===== src/rtl/swap_eval_pkg.sv =====
// Shared types and encodings for the edge-swap cost evaluator.
package swap_eval_pkg;
  typedef enum logic [1:0] {IDLE, ISSUE, DRAIN, FIN} state_t;

  localparam int DIST_MANHATTAN = 0;
  localparam int DIST_SQEUCLID  = 1;
endpackage


===== src/rtl/swap_eval_dist.sv =====
// Combinational point-to-point distance; result width covers the worst case of either metric.
module dist_unit
  import swap_eval_pkg::*;
#(
  parameter int CW    = 8,
  parameter int DMODE = DIST_MANHATTAN
) (
  input  logic [CW-1:0] x0,
  input  logic [CW-1:0] y0,
  input  logic [CW-1:0] x1,
  input  logic [CW-1:0] y1,
  output logic [2*CW:0] d
);
  logic [CW-1:0] dx, dy;

  assign dx = (x0 >= x1) ? x0 - x1 : x1 - x0;
  assign dy = (y0 >= y1) ? y0 - y1 : y1 - y0;

  generate
    if (DMODE == DIST_SQEUCLID) begin : g_sq
      logic [2*CW:0] wx, wy;
      assign wx = {{(CW+1){1'b0}}, dx};
      assign wy = {{(CW+1){1'b0}}, dy};
      // each square fits in 2*CW bits, so the sum fits in 2*CW+1
      assign d  = wx * wx + wy * wy;
    end else begin : g_man
      assign d = {{(CW+1){1'b0}}, dx} + {{(CW+1){1'b0}}, dy};
    end
  endgenerate
endmodule


===== src/rtl/swap_eval.sv =====
// Compares total length of two candidate edge sets, one edge per cycle through a shared distance unit.
module swap_eval
  import swap_eval_pkg::*;
#(
  parameter int CW    = 8,
  parameter int NP    = 6,
  parameter int NE    = 4,
  parameter int DW    = 32,
  parameter int DMODE = DIST_MANHATTAN,
  localparam int IW   = (NP > 1) ? $clog2(NP) : 1
) (
  input  logic               clk,
  input  logic               rst,
  input  logic               start,
  input  logic [NP*CW-1:0]   px,
  input  logic [NP*CW-1:0]   py,
  input  logic [NE*IW-1:0]   ea_u,
  input  logic [NE*IW-1:0]   ea_v,
  input  logic [NE*IW-1:0]   eb_u,
  input  logic [NE*IW-1:0]   eb_v,
  output logic               busy,
  output logic               done,
  output logic               res,
  output logic               eq,
  output logic               err,
  output logic [DW:0]        difference
);
  localparam int DISTW = 2*CW + 1;
  localparam int CNTW  = (2*NE > 1) ? $clog2(2*NE) : 1;

  if (DW < 2*CW + 2 + $clog2(NE)) begin : g_dw_chk
    $error("swap_eval: DW too small for CW/NE");
  end
  if (DMODE != DIST_MANHATTAN && DMODE != DIST_SQEUCLID) begin : g_dm_chk
    $error("swap_eval: unsupported DMODE");
  end

  state_t state_q, state_d;

  logic [NP-1:0][CW-1:0]   px_r, py_r;
  // A edges in slots 0..NE-1, B edges in NE..2NE-1: issue order is just the slot index
  logic [2*NE-1:0][IW-1:0] eu_r, ev_r;
  logic [CNTW-1:0]         cnt;
  logic [DISTW-1:0]        dist_c, dist_r;
  logic                    dvld, dsel;
  logic [DW-1:0]           sum_a, sum_b;
  logic                    idx_bad;
  logic [CW-1:0]           ux, uy, vx, vy;
  logic [DW:0]             diff_c;

  // out-of-range indices read as the origin; the result is discarded via err anyway
  always_comb begin
    ux = '0; uy = '0; vx = '0; vy = '0;
    if (32'(eu_r[cnt]) < NP) begin
      ux = px_r[eu_r[cnt]];
      uy = py_r[eu_r[cnt]];
    end
    if (32'(ev_r[cnt]) < NP) begin
      vx = px_r[ev_r[cnt]];
      vy = py_r[ev_r[cnt]];
    end
  end

  always_comb begin
    idx_bad = 1'b0;
    for (int k = 0; k < 2*NE; k++)
      if (32'(eu_r[k]) >= NP || 32'(ev_r[k]) >= NP) idx_bad = 1'b1;
  end

  dist_unit #(.CW(CW), .DMODE(DMODE)) u_dist (
    .x0(ux), .y0(uy), .x1(vx), .y1(vy), .d(dist_c)
  );

  assign diff_c = {1'b0, sum_a} - {1'b0, sum_b};
  assign busy   = (state_q != IDLE);

  always_ff @(posedge clk or negedge rst) begin
    if (!rst) state_q <= IDLE;
    else      state_q <= state_d;
  end

  always_comb begin
    state_d = state_q;
    case (state_q)
      IDLE:    if (start) state_d = ISSUE;
      ISSUE:   if (cnt == CNTW'(2*NE-1)) state_d = DRAIN;
      DRAIN:   state_d = FIN;
      FIN:     state_d = IDLE;
      default: state_d = IDLE;
    endcase
  end

  always_ff @(posedge clk or negedge rst) begin
    if (!rst) begin
      px_r <= '0; py_r <= '0; eu_r <= '0; ev_r <= '0;
      cnt <= '0; dist_r <= '0; dvld <= 1'b0; dsel <= 1'b0;
      sum_a <= '0; sum_b <= '0;
      done <= 1'b0; res <= 1'b0; eq <= 1'b0; err <= 1'b0; difference <= '0;
    end else begin
      done   <= 1'b0;
      dvld   <= (state_q == ISSUE);
      dsel   <= (cnt >= CNTW'(NE));
      dist_r <= dist_c;
      if (dvld) begin
        if (dsel) sum_b <= sum_b + DW'(dist_r);
        else      sum_a <= sum_a + DW'(dist_r);
      end
      case (state_q)
        IDLE: if (start) begin
          px_r  <= px;
          py_r  <= py;
          eu_r  <= {eb_u, ea_u};
          ev_r  <= {eb_v, ea_v};
          cnt   <= '0;
          sum_a <= '0;
          sum_b <= '0;
        end
        ISSUE: cnt <= cnt + 1'b1;
        FIN: begin
          done <= 1'b1;
          err  <= idx_bad;
          if (idx_bad) begin
            res <= 1'b0; eq <= 1'b0; difference <= '0;
          end else begin
            res <= (sum_a > sum_b);
            eq  <= (sum_a == sum_b);
            difference <= diff_c;
          end
        end
        default: ;
      endcase
    end
  end
endmodule


===== config.mk =====
export PLATFORM = sky130hd
export DESIGN_NAME = swap_eval
export DESIGN_NICKNAME = d
export VERILOG_FILES = /design/src/rtl/swap_eval_pkg.sv /design/src/rtl/swap_eval_dist.sv /design/src/rtl/swap_eval.sv
export SDC_FILE = /design/constraint.sdc
export NUM_CORES = 1
export LEC_CHECK = 0
export CAP_MARGIN = 10
export CORE_ASPECT_RATIO = 1.2
export CORE_MARGIN = 2
export CORE_UTILIZATION = 40
export DETAILED_ROUTE_END_ITERATION = 10
export GPL_TIMING_DRIVEN = 0
export SYNTH_ARGS = -nofsm -noshare
export SYNTH_HDL_FRONTEND = slang
export SYNTH_SLANG_ARGS = --single-unit

===== constraint.sdc =====
create_clock -name clk -period 5.2 [get_ports clk]
set_input_delay 0.78 -clock clk [delete_from_list [all_inputs] [get_ports clk]]
set_output_delay 0.78 -clock clk [all_outputs]
set_load 0.01 [all_outputs]

==> flow_metrics.env, run 1 <==
export IMPL_cp_num_buf_inv=6
export IMPL_maxSlewHeadroom_pct=39.93
export IMPL_die_h_um=225.8
export IMPL_vias_per_cell=5.290
export IMPL_syn_num_nets=1911
export IMPL_drc=0
export IMPL_rsz0062_at_grt="yes"
export IMPL_fmax_mhz=188.7
export IMPL_clk_latency_ns=0.58
export IMPL_hold_viol_final=0
export IMPL_synth_ff_type="dfrtp_1"
export IMPL_r2r_start="cnt[0]"
export IMPL_tns_ns=-0.2712
export IMPL_ys_warn_count=0
export IMPL_final_nets=2171
export IMPL_post_place_ws_ns=-0.8954
export IMPL_io_pins=185
export IMPL_critPathLaunchType="register"
export IMPL_place_port_buffers=184
export IMPL_cts_tree="yes"
export IMPL_area_growth_pct=24.85
export IMPL_critPathCaptureType="register"
export IMPL_grt_pass1_wl_um=71060
export IMPL_num_fill_cells=3762
export IMPL_yosysUniqueCellTypes=75
export IMPL_drt_wl_total_um=44430
export IMPL_drv_slew=0
export IMPL_synth_area_per_cell_um2=9.866
export IMPL_max_stage_delay_ns=0.57
export IMPL_fin_ws_ns=-0.1002
export IMPL_place_area_um2=18970
export IMPL_async_flop_share_pct=100.0
export IMPL_status="finished, violations left"
export IMPL_final_cell_area_um2=20470
export IMPL_first_iter_violations=766
export IMPL_cts_sinks=261
export IMPL_tightest_slew_ns=0.9011
export IMPL_period_share_pct=101.9
export IMPL_clk_path_buf_depth=3
export IMPL_critPathSlowestCell="mux4_2"
export IMPL_syn_instance_count=1662
export IMPL_grt_overflow=0
export IMPL_clkTransAtPathRegs_ns=0.06
export IMPL_cts_buffers=29
export IMPL_hold_path_class="input pin to asynchronous set/reset pin"
export IMPL_wire_per_inst_um=17.89
export IMPL_grt_antenna_before_repair=0
export IMPL_antenna_left=0
export IMPL_syn_area_um2=16400
export IMPL_crit_fanout=6
export IMPL_seq_area_frac_synth_pct=39.83
export IMPL_vias=13135
export IMPL_drive_gt1_share_pct=19.39
export IMPL_mostFrequentLayoutCells="dfrtp_1 (261), nand2_1 (202), clkdlybuf4s50_1 (183)"
export IMPL_gp_congestion=0.8662
export IMPL_arrival_ns=5.75
export IMPL_drt_first_pass_iters=5
export IMPL_grt_max_degree=103
export IMPL_failed_checks="setup timing"
export IMPL_grt_use_total_pct=21.02
export IMPL_cts_root_buf="clkbuf_16"
export IMPL_period_minus_slack_ns=5.300
export IMPL_hpwlAfterDp_um=33990
export IMPL_cp_startpoint="cnt[0]"
export IMPL_dieArea_um2=42630
export IMPL_die_x_um=188.8
export IMPL_start_util_pct=40.35
export IMPL_num_antenna_cells=0
export IMPL_final_common_cell="dfrtp_1"
export IMPL_cp_required_ns=5.65
export IMPL_rows=81
export IMPL_hold_buffers=0
export IMPL_fp_coreArea_um2=40640
export IMPL_grt_pass1_vias=13340
export IMPL_skew_ns=0.01896
export IMPL_critPathKind="register to register"
export IMPL_cts_max_level=1
export IMPL_cp_top_family="compound AO/OA/AOI/OAI gates"
export IMPL_final_util_pct=50.37
export IMPL_synth_edf_count=0
export IMPL_synth_seq_cells=261
export IMPL_setup_viol=3
export IMPL_maxCapViolCount=0
-- final timing paths --
| kind | end | slack, ns | cells after the start |
|---|---|---|---|
| min in group clk | err | 0.48 | 1 |
| max in group asynchronous | px_r[14] | 4.00 | 2 |
| worst min register to register | err | 0.48 | 1 |
| worst max register to register | dist_r[7] | -0.10 | 27 |
| worst max-delay path | dist_r[7] | -0.10 | 27 |
| worst min-delay path | difference[28] | 0.26 | 1 |
-- stage by stage --
| stage | hold slack, ns | instances |
|---|---|---|
| after floorplan | 0.4752 | 1662 |
| after global placement | 0.4620 | 2385 |
| after detailed placement | 0.4719 | 2387 |
| after CTS | 0.2814 | 2472 |
| after global routing | 0.3147 | 2483 |
| final | 0.2568 | 2483 |
-- registers in the layout, indices dropped and copies added, names as in the netlist, 2 cells and up --
signal,count
cnt,3
sum_b,32
ev_r,24
py_r,48
state_q,2
sum_a,32
dist_r,9
eu_r,24
difference,33
px_r,48
-- area by class of cell --
cell class / count / area [µm²] / share of cell area, %
Buffer: 64 / 371.6 / 1.815
Clock buffer: 35 / 788.3 / 3.851
Clock inverter: 18 / 123.9 / 0.6051
Inverter: 127 / 476.7 / 2.329
Multi-Input combinational cell: 1210 / 9235 / 45.11
Sequential cell: 261 / 6531 / 31.91
Tap cell: 539 / 674.4 / 3.294
Timing Repair Buffer: 229 / 2270 / 11.09
-- cells in the mapped netlist, drive strengths merged (20+ instances only) --
cell / count / share of area, %
mux2: 146 / 10
clkbuf: 43 / 0.98
mux2i: 56 / 3.6
nand3: 27 / 0.82
xor2: 47 / 2.5
nor3: 30 / 1.4
o22ai: 34 / 1.3
nand2: 202 / 4.6
a21o: 25 / 1.1
nor2: 106 / 2.4
xnor2: 52 / 2.8
dfrtp: 261 / 40
buf: 21 / 1.0
inv: 127 / 2.9
ha: 94 / 7.2
o21ai: 42 / 1.4
a21oi: 145 / 4.4
nor2b: 20 / 0.76
-- worst reg2reg max path, cell delays in order (launching register included) --
cell and delay [ns]:
dfrtp_1 0.37, buf_6 0.14, buf_12 0.12, mux4_2 0.57
mux2i_4 0.20, buf_6 0.15, buf_12 0.12, mux2i_1 0.19
nor2_1 0.07, nor3_2 0.30, inv_2 0.09, ha_4 0.18
fa_2 0.34, nor2b_1 0.12, o21ai_1 0.08, nand2b_1 0.10
a41o_1 0.16, a31oi_4 0.11, o21ai_4 0.22, buf_4 0.16
mux2i_4 0.24, ha_1 0.25, a21o_1 0.19, a21oi_2 0.15
o21ai_0 0.09, a21oi_1 0.23, o21ai_1 0.10, xor2_1 0.15
-- cells by family after synthesis --
logic type / count (synthesis) / share of synthesized area [%]
AO/OA/AOI/OAI: 325 / 12.71
XOR/XNOR: 99 / 5.288
flip-flops: 261 / 39.83
buffers and inverters: 191 / 4.891
adder cells (fa/ha/maj): 102 / 8.150
multiplexers: 214 / 15.41
AND/OR/NAND/NOR: 470 / 13.72
-- metal layers --
metal  vias to the layer above  share of wire, %  GRT usage, %
met5                         -                 0             0
met4                         0               4.3         9.047
met3                        95               4.2         2.362
met2                       360                50         37.26
met1                      6363                42         25.85
li1                       6317                 -             -
-- repair_timing --
action,CTS,global route
endpoints found under the setup margin,8,5
resized for setup,46,17
buffers inserted,31,12
pin swaps,22,16
gates cloned,1,0
Power of run 1 is left out: the tool's default activity adds up to more than one toggle a clock period on the data nets, which glitch-free logic cannot reach.
==> run 2, diff against run 1 <==
--- a/config.mk
+++ b/config.mk
@@ -5,12 +5,14 @@
 export SDC_FILE = /design/constraint.sdc
 export NUM_CORES = 1
 export LEC_CHECK = 0
-export CAP_MARGIN = 10
+export CAP_MARGIN = 20
 export CORE_ASPECT_RATIO = 1.2
 export CORE_MARGIN = 2
-export CORE_UTILIZATION = 40
+export CORE_UTILIZATION = 52
 export DETAILED_ROUTE_END_ITERATION = 10
 export GPL_TIMING_DRIVEN = 0
+export PLACE_DENSITY = 0.78
+export SETUP_SLACK_MARGIN = 0.05
 export SYNTH_ARGS = -nofsm -noshare
 export SYNTH_HDL_FRONTEND = slang
 export SYNTH_SLANG_ARGS = --single-unit
==> run 2 against run 1 <==
Compared with the run above:
- the run still ends with setup timing left
- hold slack got worse by 0.16 ns
- via count rose by 4.0%
- clock-buffer cell count rose by 3
- setup slack got worse by 0.23 ns
==> flow_metrics.env, run 2 (same netlist as run 1, synthesis figures left out) <==
export IMPL_place_port_buffers=184
export IMPL_cts_buffers=28
export IMPL_drt_wl_total_um=44610
export IMPL_cp_required_ns=5.65
export IMPL_fmax_mhz=180.9
export IMPL_hold_path_class="input pin to asynchronous set/reset pin"
export IMPL_period_minus_slack_ns=5.529
export IMPL_setup_viol=4
export IMPL_critPathCaptureType="register"
export IMPL_place_area_um2=18800
export IMPL_drv_slew=0
export IMPL_gp_congestion=0.9178
export IMPL_rsz0062_at_grt="yes"
export IMPL_r2r_slack_ns=-0.33
export IMPL_vias_per_cell=5.786
export IMPL_rows=71
export IMPL_grt_use_total_pct=26.23
export IMPL_drive_gt1_share_pct=20.43
export IMPL_critPathLaunchType="register"
export IMPL_grt_pass1_wl_um=69580
export IMPL_final_util_pct=65.89
export IMPL_dieArea_um2=32970
export IMPL_final_cell_area_um2=20540
export IMPL_die_x_um=166.1
export IMPL_first_iter_violations=933
export IMPL_die_h_um=198.5
export IMPL_period_share_pct=106.3
export IMPL_skew_ns=0.03042
export IMPL_antenna_left=0
export IMPL_area_growth_pct=25.30
export IMPL_critPathKind="register to register"
export IMPL_max_stage_delay_ns=0.66
export IMPL_hpwlAfterDp_um=31820
export IMPL_vias=13655
export IMPL_highest_layer="met4"
export IMPL_hold_viol_final=0
export IMPL_wl_met3_um=2335
export IMPL_grt_overflow=0
export IMPL_clk_path_buf_depth=3
export IMPL_top_regs="px_r x48, py_r x48, difference x33"
export IMPL_cts_root_buf="clkbuf_16"
export IMPL_cts_sinks=261
export IMPL_fin_ws_ns=-0.3290
export IMPL_maxCapViolCount=0
export IMPL_status="finished, violations left"
export IMPL_grt_max_degree=127
export IMPL_tightest_slew_ns=0.7553
export IMPL_arrival_ns=5.98
export IMPL_mostFrequentLayoutCells="dfrtp_1 (261), nand2_1 (202), clkdlybuf4s50_1 (183)"
export IMPL_final_nets=2188
export IMPL_cts_max_level=1
export IMPL_cts_tree="yes"
export IMPL_clkTransAtPathRegs_ns=0.06
export IMPL_drc=0
export IMPL_clk_latency_ns=0.57
export IMPL_io_pins=185
export IMPL_critPathSlowestCell="mux4_1"
export IMPL_hold_buffers=0
export IMPL_final_common_cell="dfrtp_1"
export IMPL_wl_met1_um=17220
export IMPL_drt_first_pass_iters=5
export IMPL_maxSlewHeadroom_pct=49.49
export IMPL_grt_pass1_vias=13513
export IMPL_wire_per_inst_um=18.90
export IMPL_failed_checks="setup timing"
export IMPL_grt_antenna_before_repair=1
export IMPL_crit_fanout=10
export IMPL_fp_coreArea_um2=31180
export IMPL_dr_wl_met2_um=22750
export IMPL_start_util_pct=52.59
## run 2: cell count changes in the layout (fill, tap and decap cells not counted), sizes merged
cell	delta
clkinvlp	-5
diode	+1
clkbuf	+3
bufinv	+2
inv	-4
buf	+18
## run 2: final timing paths
kind | from | end | cells past startpoint
worst min-delay path | rst | ev_r[13] | 1
worst max register to register | cnt[0] | dist_r[8] | 26
worst max-delay path | cnt[0] | dist_r[8] | 26
min in group clk | err | err | 1
max in group asynchronous | rst | difference[24] | 2
worst min register to register | err | err | 1
## run 2: per-layer routing
metal	vias to the layer above	GRT usage, %
li1	6355	-
met1	6606	30.35
met2	534	48.46
met3	160	3.402
met4	0	12.01
met5	-	0
## run 2: final cells by class
type,count,area (µm²)
buffer,63,355.3
sequential,261,6531
multi-input combinational,1210,9310
clock buffer,38,798.3
tap,401,501.7
clock inverter,11,120.1
antenna,1,2.502
timing repair buffer,248,2449
inverter,127,476.7
fill,2381,10640
## run 2: worst max-delay path, delay by kind of cell (launching register included)
family          cells  cell delay (ns)
simple gates        6             0.47
compound gates     10             1.75
fa+ha+maj           3             0.67
flops               1             0.38
xor+xnor            1             0.24
mux                 3             1.25
buf+inv             3             0.63
## run 2: what timing repair did
| item | CTS | global route |
|---|---|---|
| endpoints found under the setup margin | 8 | 7 |
| resized for setup | 48 | 31 |
| pin swaps | 27 | 34 |
| buffers inserted | 40 | 21 |
| cloned | 2 | 0 |
## run 2: per-stage QoR
stage               setup slack, ns  std cells  hold WS [ns]   TNS, ns
detailed placement          -0.9404       2249        0.4758    -5.243
CTS                         -0.1590       2340       0.09618   -0.4120
finish                      -0.3290       2360       0.09668   -0.9179
global route                -0.4704       2360        0.1166    -1.742
global placement             -7.387       2247        0.4641  -1924.62
floorplan                   0.05435       1662        0.4752         0
Power of run 2 is left out for the same reason.
==> run 3, diff against run 2 <==
--- a/config.mk
+++ b/config.mk
@@ -8,8 +8,9 @@
 export CAP_MARGIN = 20
 export CORE_ASPECT_RATIO = 1.2
 export CORE_MARGIN = 2
-export CORE_UTILIZATION = 52
+export CORE_UTILIZATION = 59
 export DETAILED_ROUTE_END_ITERATION = 10
+export DONT_BUFFER_PORTS = 1
 export GPL_TIMING_DRIVEN = 0
 export PLACE_DENSITY = 0.78
 export SETUP_SLACK_MARGIN = 0.05
==> run 3 against run 2 <==
Compared with the run above:
- the flow finishes with violations (hold timing, setup timing)
- critical path type unchanged
- largest cell class unchanged
- wire length fell by 5.8%
- hold slack got worse by 0.15 ns
- first-iteration DRC count fell by 9.8%
- fmax rose by 3.0%
- clock skew fell by 0.0079 ns
- final area fell by 10%
- critical endpoint is now dist_r[5]
==> flow_metrics.env, run 3 (same netlist as run 1, synthesis figures left out) <==
export IMPL_drv_slew=0
export IMPL_cp_top_family="compound AO/OA/AOI/OAI gates"
export IMPL_cts_sinks=261
export IMPL_cpMostUsedCell="buf_6"
export IMPL_antenna_left=0
export IMPL_cp_num_buf_inv=6
export IMPL_period_minus_slack_ns=5.369
export IMPL_final_nets=1994
export IMPL_setup_viol=5
export IMPL_wire_per_inst_um=19.92
export IMPL_final_common_cell="dfrtp_1"
export IMPL_hpwlAfterDp_um=30190
export IMPL_drt_wl_total_um=42040
export IMPL_max_stage_delay_ns=0.51
export IMPL_die_h_um=186.6
export IMPL_start_util_pct=60.17
export IMPL_vias_per_cell=5.970
export IMPL_grt_pass1_vias=13337
export IMPL_holdWs_ns=-0.05013
export IMPL_dr_wl_met2_um=20950
export IMPL_cp_required_ns=5.64
export IMPL_tightest_slew_ns=0.8471
export IMPL_reg2reg_depth=25
export IMPL_hold_path_class="input pin to asynchronous set/reset pin"
export IMPL_drc=0
export IMPL_area_growth_pct=12.36
export IMPL_io_pins=185
export IMPL_clk_latency_ns=0.55
export IMPL_grt_antenna_before_repair=6
export IMPL_crit_fanout=6
export IMPL_post_place_ws_ns=-0.9174
export IMPL_grt_pass1_wl_um=67680
export IMPL_top_regs="px_r x48, py_r x48, difference x33"
export IMPL_fp_coreArea_um2=27250
export IMPL_clk_path_buf_depth=3
export IMPL_critPathKind="register to register"
export IMPL_period_share_pct=103.3
export IMPL_place_inst=2002
export IMPL_status="finished, violations left"
export IMPL_rows=66
export IMPL_highest_layer="met5"
export IMPL_r2r_start="cnt[0]"
export IMPL_critPathSlowestCell="mux4_2"
export IMPL_wl_met3_um=2883
export IMPL_cts_root_buf="clkbuf_16"
export IMPL_dieArea_um2=29150
export IMPL_place_port_buffers=0
export IMPL_clkTransAtPathRegs_ns=0.07
export IMPL_skew_ns=0.02255
export IMPL_wl_met1_um=16120
export IMPL_fin_ws_ns=-0.1693
export IMPL_cts_max_level=1
export IMPL_die_x_um=156.2
export IMPL_cts_tree="yes"
export IMPL_grt_overflow=0
export IMPL_final_cells=2111
export IMPL_fmax_mhz=186.2
export IMPL_rsz0062_at_grt="yes"
export IMPL_grt_max_degree=262
export IMPL_critPathCaptureType="register"
export IMPL_maxSlewHeadroom_pct=43.53
export IMPL_drive_gt1_share_pct=21.67
export IMPL_r2r_end="dist_r[5]"
export IMPL_cts_buffers=27
export IMPL_grt_use_total_pct=28.98
export IMPL_vias=12603
export IMPL_failed_checks="hold timing, setup timing"
export IMPL_r2r_slack_ns=-0.17
export IMPL_final_cell_area_um2=18420
export IMPL_arrival_ns=5.81
export IMPL_first_iter_violations=842
export IMPL_hold_viol_final=191
export IMPL_mostFrequentLayoutCells="dfrtp_1 (261), nand2_1 (202), mux2_2 (145)"
export IMPL_place_area_um2=16820
export IMPL_critPathLaunchType="register"
export IMPL_drt_first_pass_iters=5
export IMPL_gp_congestion=0.9449
export IMPL_maxCapViolCount=0
==> run 3: cell types whose count changed in the layout (fill, tap and decap cells not counted), moves of 3 or more <==
cell and change:
a21oi_1 +3, a21oi_2 -3, buf_16 -3, buf_4 -7, clkbuf_8 -3, clkdlybuf4s50_1 -183
clkinv_2 -3, clkinvlp_4 +8, diode_2 +7, inv_1 +3, inv_2 -3
==> run 3: layout make-up <==
class                           count  area [µm²]
Multi-Input combinational cell   1210        9280
Tap cell                          340       425.4
Inverter                          127       476.7
Timing Repair Buffer               54       461.7
Clock buffer                       32       714.4
Fill cell                        2059        8827
Clock inverter                     15       148.9
Antenna cell                        8       20.02
Buffer                             64       365.4
Sequential cell                   261        6531
==> run 3: routing by layer <==
layer,GRT usage [%],up-vias
li1,-,5963
met1,33.85,6036
met2,50.19,467
met3,5.783,135
met4,15.07,2
met5,0,-
==> run 3: what timing repair did <==
| item | in CTS | in global routing |
|---|---|---|
| cloned | 1 | 0 |
| resized for setup | 50 | 18 |
| buffers inserted | 35 | 18 |
| hold endpoints to repair | 261 | 261 |
| setup endpoints to repair | 8 | 6 |
| pin swaps | 26 | 20 |
==> run 3: worst max-delay path by stage <==
stage                start   endpoint  cells after the start
floorplan           cnt[0]  dist_r[8]                     28
global placement    cnt[0]  dist_r[7]                     25
detailed placement  cnt[0]  dist_r[8]                     28
CTS                 cnt[0]  dist_r[8]                     27
global route        cnt[0]  dist_r[8]                     28
finish              cnt[0]  dist_r[5]                     25
==> run 3: through the flow <==
step,utilization [%],setup TNS [ns]
6_report,67.61,-0.7438
5_1_grt,67.55,-1.801
4_1_cts,66.73,-0.1355
3_5_place_dp,61.73,-4.997
3_3_place_gp,61.73,-4.819
2_1_floorplan,-,0
Power of run 3 is left out for the same reason.
